## src/rtl/framebuffer_scanout.sv

```systemverilog
// Display raster timing generator and framebuffer reader.
// Owns double-buffer selection, flipped on the first blank line.
module framebuffer_scanout #(
  parameter int DISPLAY_WIDTH         = 100,
  parameter int DISPLAY_HEIGHT        = 100,
  parameter int H_FRONT               = 2,
  parameter int H_SYNC                = 4,
  parameter int H_BACK                = 4,
  parameter int V_FRONT               = 1,
  parameter int V_SYNC                = 2,
  parameter int V_BACK                = 2,
  parameter int FRAMEBUFFER_DATA_BITS = 16,
  parameter int FRAMEBUFFER_SIZE      = DISPLAY_WIDTH * DISPLAY_HEIGHT,
  parameter int FRAMEBUFFER_ADDR_BITS = $clog2(FRAMEBUFFER_SIZE),
  parameter int RD_LATENCY            = 1
) (
  input  logic                             clk,
  input  logic                             rst,
  output logic                             fb_rd_en,
  output logic [FRAMEBUFFER_ADDR_BITS:0]   fb_rd_addr,
  input  logic [FRAMEBUFFER_DATA_BITS-1:0] fb_rd_data,
  output logic                             hsync,
  output logic                             vsync,
  output logic                             de,
  output logic [FRAMEBUFFER_DATA_BITS-1:0] pixel_data,
  output logic                             frame_start,
  output logic                             buffer_sel,
  input  logic                             swap_req,
  output logic                             swap_ack
);

  localparam int H_TOTAL = DISPLAY_WIDTH + H_FRONT + H_SYNC + H_BACK;
  localparam int V_TOTAL = DISPLAY_HEIGHT + V_FRONT + V_SYNC + V_BACK;
  localparam int HW = $clog2(H_TOTAL);
  localparam int VW = $clog2(V_TOTAL);
  localparam int AW = FRAMEBUFFER_ADDR_BITS;
  localparam int L  = RD_LATENCY;

  localparam logic [HW-1:0] H_ACT  = HW'(DISPLAY_WIDTH);
  localparam logic [HW-1:0] H_SS   = HW'(DISPLAY_WIDTH + H_FRONT);
  localparam logic [HW-1:0] H_SE   = HW'(DISPLAY_WIDTH + H_FRONT + H_SYNC);
  localparam logic [HW-1:0] H_LAST = HW'(H_TOTAL - 1);
  localparam logic [VW-1:0] V_ACT  = VW'(DISPLAY_HEIGHT);
  localparam logic [VW-1:0] V_LA   = VW'(DISPLAY_HEIGHT - 1);
  localparam logic [VW-1:0] V_SS   = VW'(DISPLAY_HEIGHT + V_FRONT);
  localparam logic [VW-1:0] V_SE   = VW'(DISPLAY_HEIGHT + V_FRONT + V_SYNC);
  localparam logic [VW-1:0] V_LAST = VW'(V_TOTAL - 1);
  localparam logic [AW-1:0] ROW_STEP = AW'(DISPLAY_WIDTH);

  logic [HW-1:0] h_count;
  logic [VW-1:0] v_count;
  logic [AW-1:0] row_base;
  logic          active;
  logic          h_wrap;
  logic          hs_raw;
  logic          vs_raw;
  logic          fs_raw;
  logic          swap_point;

  logic          de0;
  logic          hs0;
  logic          vs0;
  logic          fs0;
  logic [L-1:0]  de_sr;
  logic [L-1:0]  hs_sr;
  logic [L-1:0]  vs_sr;
  logic [L-1:0]  fs_sr;

  assign active     = (h_count < H_ACT) && (v_count < V_ACT);
  assign h_wrap     = (h_count == H_LAST);
  assign hs_raw     = !((h_count >= H_SS) && (h_count < H_SE));
  assign vs_raw     = !((v_count >= V_SS) && (v_count < V_SE));
  assign fs_raw     = (h_count == '0) && (v_count == '0);
  assign swap_point = (h_count == '0) && (v_count == V_ACT);

  // Raster counters and the row-base accumulator replacing x+W*y.
  always_ff @(posedge clk) begin
    if (!rst) begin
      h_count  <= '0;
      v_count  <= '0;
      row_base <= '0;
    end else if (h_wrap) begin
      h_count <= '0;
      if (v_count == V_LAST) begin
        v_count  <= '0;
        row_base <= '0;
      end else begin
        v_count <= v_count + VW'(1);
        if (v_count < V_LA)
          row_base <= row_base + ROW_STEP;
      end
    end else begin
      h_count <= h_count + HW'(1);
    end
  end

  // Read stage: strobe and address, plus timing flags that will ride the delay line.
  always_ff @(posedge clk) begin
    if (!rst) begin
      fb_rd_en   <= 1'b0;
      fb_rd_addr <= '0;
      de0        <= 1'b0;
      hs0        <= 1'b1;
      vs0        <= 1'b1;
      fs0        <= 1'b0;
    end else begin
      fb_rd_en <= active;
      if (active)
        fb_rd_addr <= {buffer_sel, row_base + AW'(h_count)};
      de0 <= active;
      hs0 <= hs_raw;
      vs0 <= vs_raw;
      fs0 <= fs_raw;
    end
  end

  // Delay timing by the read latency so it lines up with returned data.
  always_ff @(posedge clk) begin
    if (!rst) begin
      de_sr <= '0;
      hs_sr <= '1;
      vs_sr <= '1;
      fs_sr <= '0;
    end else begin
      de_sr[0] <= de0;
      hs_sr[0] <= hs0;
      vs_sr[0] <= vs0;
      fs_sr[0] <= fs0;
      for (int i = 1; i < L; i++) begin
        de_sr[i] <= de_sr[i-1];
        hs_sr[i] <= hs_sr[i-1];
        vs_sr[i] <= vs_sr[i-1];
        fs_sr[i] <= fs_sr[i-1];
      end
    end
  end

  // Buffer flip, sampled once per frame at the start of vertical blank.
  always_ff @(posedge clk) begin
    if (!rst) begin
      buffer_sel <= 1'b0;
      swap_ack   <= 1'b0;
    end else begin
      swap_ack <= 1'b0;
      if (swap_point && swap_req) begin
        buffer_sel <= ~buffer_sel;
        swap_ack   <= 1'b1;
      end
    end
  end

  assign de          = de_sr[L-1];
  assign hsync       = hs_sr[L-1];
  assign vsync       = vs_sr[L-1];
  assign frame_start = fs_sr[L-1];
  assign pixel_data  = de ? fb_rd_data : '0;

endmodule

```

## config.mk

```make
export PLATFORM = sky130hd
export DESIGN_NAME = framebuffer_scanout
export DESIGN_NICKNAME = d
export VERILOG_FILES = /design/src/rtl/framebuffer_scanout.sv
export SDC_FILE = /design/constraint.sdc
export NUM_CORES = 1
export LEC_CHECK = 0
export CAP_MARGIN = 20
export CORE_MARGIN = 2
export CORE_UTILIZATION = 50
export CTS_BUF_LIST = sky130_fd_sc_hd__clkbuf_4 sky130_fd_sc_hd__clkbuf_8 sky130_fd_sc_hd__clkbuf_16
export DETAILED_ROUTE_END_ITERATION = 7
export GPL_TIMING_DRIVEN = 0
export PLACE_DENSITY = 0.8
export SLEW_MARGIN = 20
export SYNTH_ARGS = -nofsm -noshare
export SYNTH_HDL_FRONTEND = slang
export SYNTH_SLANG_ARGS = --single-unit
```

## constraint.sdc

```tcl
create_clock -name clk -period 2.76 [get_ports clk]
set_clock_uncertainty 0.15 [all_clocks]
set_input_delay 0.552 -clock clk [delete_from_list [all_inputs] [get_ports clk]]
set_output_delay 0.552 -clock clk [all_outputs]
set_load 0.01 [all_outputs]
```

==> results.cfg <==
[cts]
hold_buffers = 0
path_clk_slew_ps = 80
htree_levels = 2
clock-sinks = 51
clk_latency_ps = 300
post_cts_buffers = 0
cts_tree = built
numCtsBuffers = 5
cts_resized = 0
clock_path_buffers = 2
clockRootBuffer = clkbuf_8

[yosys]
avgSynthCellArea_um2 = 8.95
synth_nets = 320
ys.warnings.count = 0
yosysTopAreaCell = dfxtp_1
synthArstFlopShare = 0
yosysTopAreaCellShare = 0.396
syn_area_mm2 = 0.00258
yosysSeqAreaShare = 0.396
synth_edf_count = 0
synth_cells = 288
synth-seq-cells = 51
synth_area_leaders = dfxtp_1 (40%), ha_1 (6.3%), nor2_1 (5.5%)
yosysUniqueCellTypes = 46
synth_ff_type = dfxtp_1

[sta]
setup_violations = 0
tns_ps = 0
min_period_ps = 2360
rsz0062_at_grt = false
finalHoldViolCount = 0
timing.final.crit_share = 0.856
slew_headroom = 0.497
slew_viol_final = 0
worstMarginPinSlew_ps = 749
fmax_ghz = 0.423

[min_path]
worstHoldPathCells = 1
hold_path_class = reg2reg

[die]
core_area_mm2 = 0.00504
die_x_um = 75.8
num_rows = 26
start_util = 0.511
dieArea_mm2 = 0.00574
die_y_um = 75.8
ios = 57

[worst_setup_path]
worstSetupEndpointType = output port
rr_startpoint = v_count[0]
r2r_slack_ps = 540
rr_worst_depth = 8
start_kind = input pin
cp_max_fo = 1
crit_type = in2out
cp.arrival_ps = 1660
cp-startpoint = fb_rd_data[7]
cp_data_required_time_ps = 2060
worstReg2RegEnd = row_base[6]
crit_path_end = pixel_data[7]

[cells_and_area]
final_nets = 383
final_cell_mix = clkdlybuf4s50_1 (56), dfxtp_1 (51), nor2_1 (38)
layout_commonest_cell = clkdlybuf4s50_1
drive_gt1_frac = 0.0571
area_growth_syn_to_layout_pct = 28.1
n_antenna_cell = 0
fin_area_mm2 = 0.00330

[place]
place_area_mm2 = 0.00322
port_buffers = 56
dp_hpwl_um = 4170
place.gp.congestion = 0.924

[grt]
antenna_found_initial = 0
grt_use_met1 = 0.241
met3_usage = 0.0450
grt_pass1_wl_um = 8810
grt_pass1_vias = 1986
met2_usage = 0.344
grt_max_degree = 14
grt_overflow = 0
top_usage_layer = met2
track_usage = 0.200

[power_and_ir_drop]
p_leak_nw = 1.28
ir_drop_mv = 0.415
power_density_mw_per_mm2 = 386

[detailed_routing]
drt_iter0_markers = 80
drc = 0
routed_via_density = 5.14
vias = 2160
routed_wl_um = 5420
drtPass1Iterations = 4
postRouteAntennaNets = 0
routedWlPerCell_um = 12.9

[outcome]
outcome = finished clean

[run]
max_cap_viol_count = 0
[worst min path at each step]
stage | from | end | slack (ps)
after floorplan | hs0 | hsync | 240
after global placement | vs0 | vsync | 240
after detailed placement | hs0 | hsync | 250
after CTS | hs0 | hsync | 260
after global routing | hs0 | hsync | 290
final | hs0 | hsync | 260
[Yosys cell counts (2+ instances only)]
master / count
o211ai_1: 2
nor3_1: 5
buf_2: 5
dfxtp_1: 51
nand3_1: 9
xor2_1: 15
a21o_1: 2
nor2_1: 38
buf_6: 2
clkbuf_1: 4
buf_1: 2
mux2i_1: 6
nor3b_1: 2
or3_1: 2
and3_1: 4
inv_1: 7
nand3b_1: 3
nand2b_1: 2
o21ai_0: 13
a21oi_1: 13
nand2_1: 18
a211oi_1: 6
ha_1: 13
xnor2_1: 15
and2_1: 21
nand4_1: 8
[where the power goes]
part	switching, W	total (W)	internal (W)
logic	0.0000482	0.000117	0.0000688
registers	0.0000111	0.000757	0.000746
clock network	0.000222	0.000401	0.000179
total	0.000281	0.00128	0.000994
[cell families after synthesis]
family,after synthesis,synth area share
simple gates,123,0.257
flops,51,0.396
compound gates,44,0.119
xor+xnor,30,0.102
buf+inv,20,0.0374
fa+ha+maj,13,0.0631
mux,6,0.0233
other cells,1,0.00146
[per-stage QoR]
stage	instances	hold WS [ps]	utilization	power, W	setup slack [ps]
2_1_floorplan	288	236	-	0.000823	845
3_3_place_gp	414	244	0.639	0.000888	395
3_5_place_dp	414	245	0.639	0.000892	385
4_1_cts	420	265	0.655	0.00129	359
5_1_grt	420	291	0.655	0.00133	261
6_report	420	259	0.655	0.00128	396
[area by class of cell]
| cell class | instances | area (um^2) |
|---|---|---|
| tap | 70 | 87.6 |
| timing repair buffer | 56 | 561 |
| multi-input combinational | 217 | 1460 |
| buffer | 13 | 70.1 |
| inverter | 7 | 26.3 |
| sequential | 51 | 1020 |
| fill | 427 | 1740 |
| clock buffer | 6 | 76.3 |
[flip-flops by register name (all words and copies together) (netlist names)]
register	flops
frame_start	1
row_base	12
swap_ack	1
fs0	1
de	1
hsync	1
hs0	1
vs0	1
vsync	1
v_count	7
buffer_sel	1
h_count	7
de0	1
fb_rd_addr	15
[metal layers]
layer / up-vias / share of wire
li1: 1110 / -
met1: 966 / 0.46
met3: 7 / 0.081
met2: 77 / 0.45
met5: - / 0
met4: 0 / 0.015
[critical path, stage by stage]
cell             delay [ps]
clkdlybuf4s50_1         460
and2_1                  120
clkdlybuf4s50_1         530
Power figures use the tool's default switching activity.
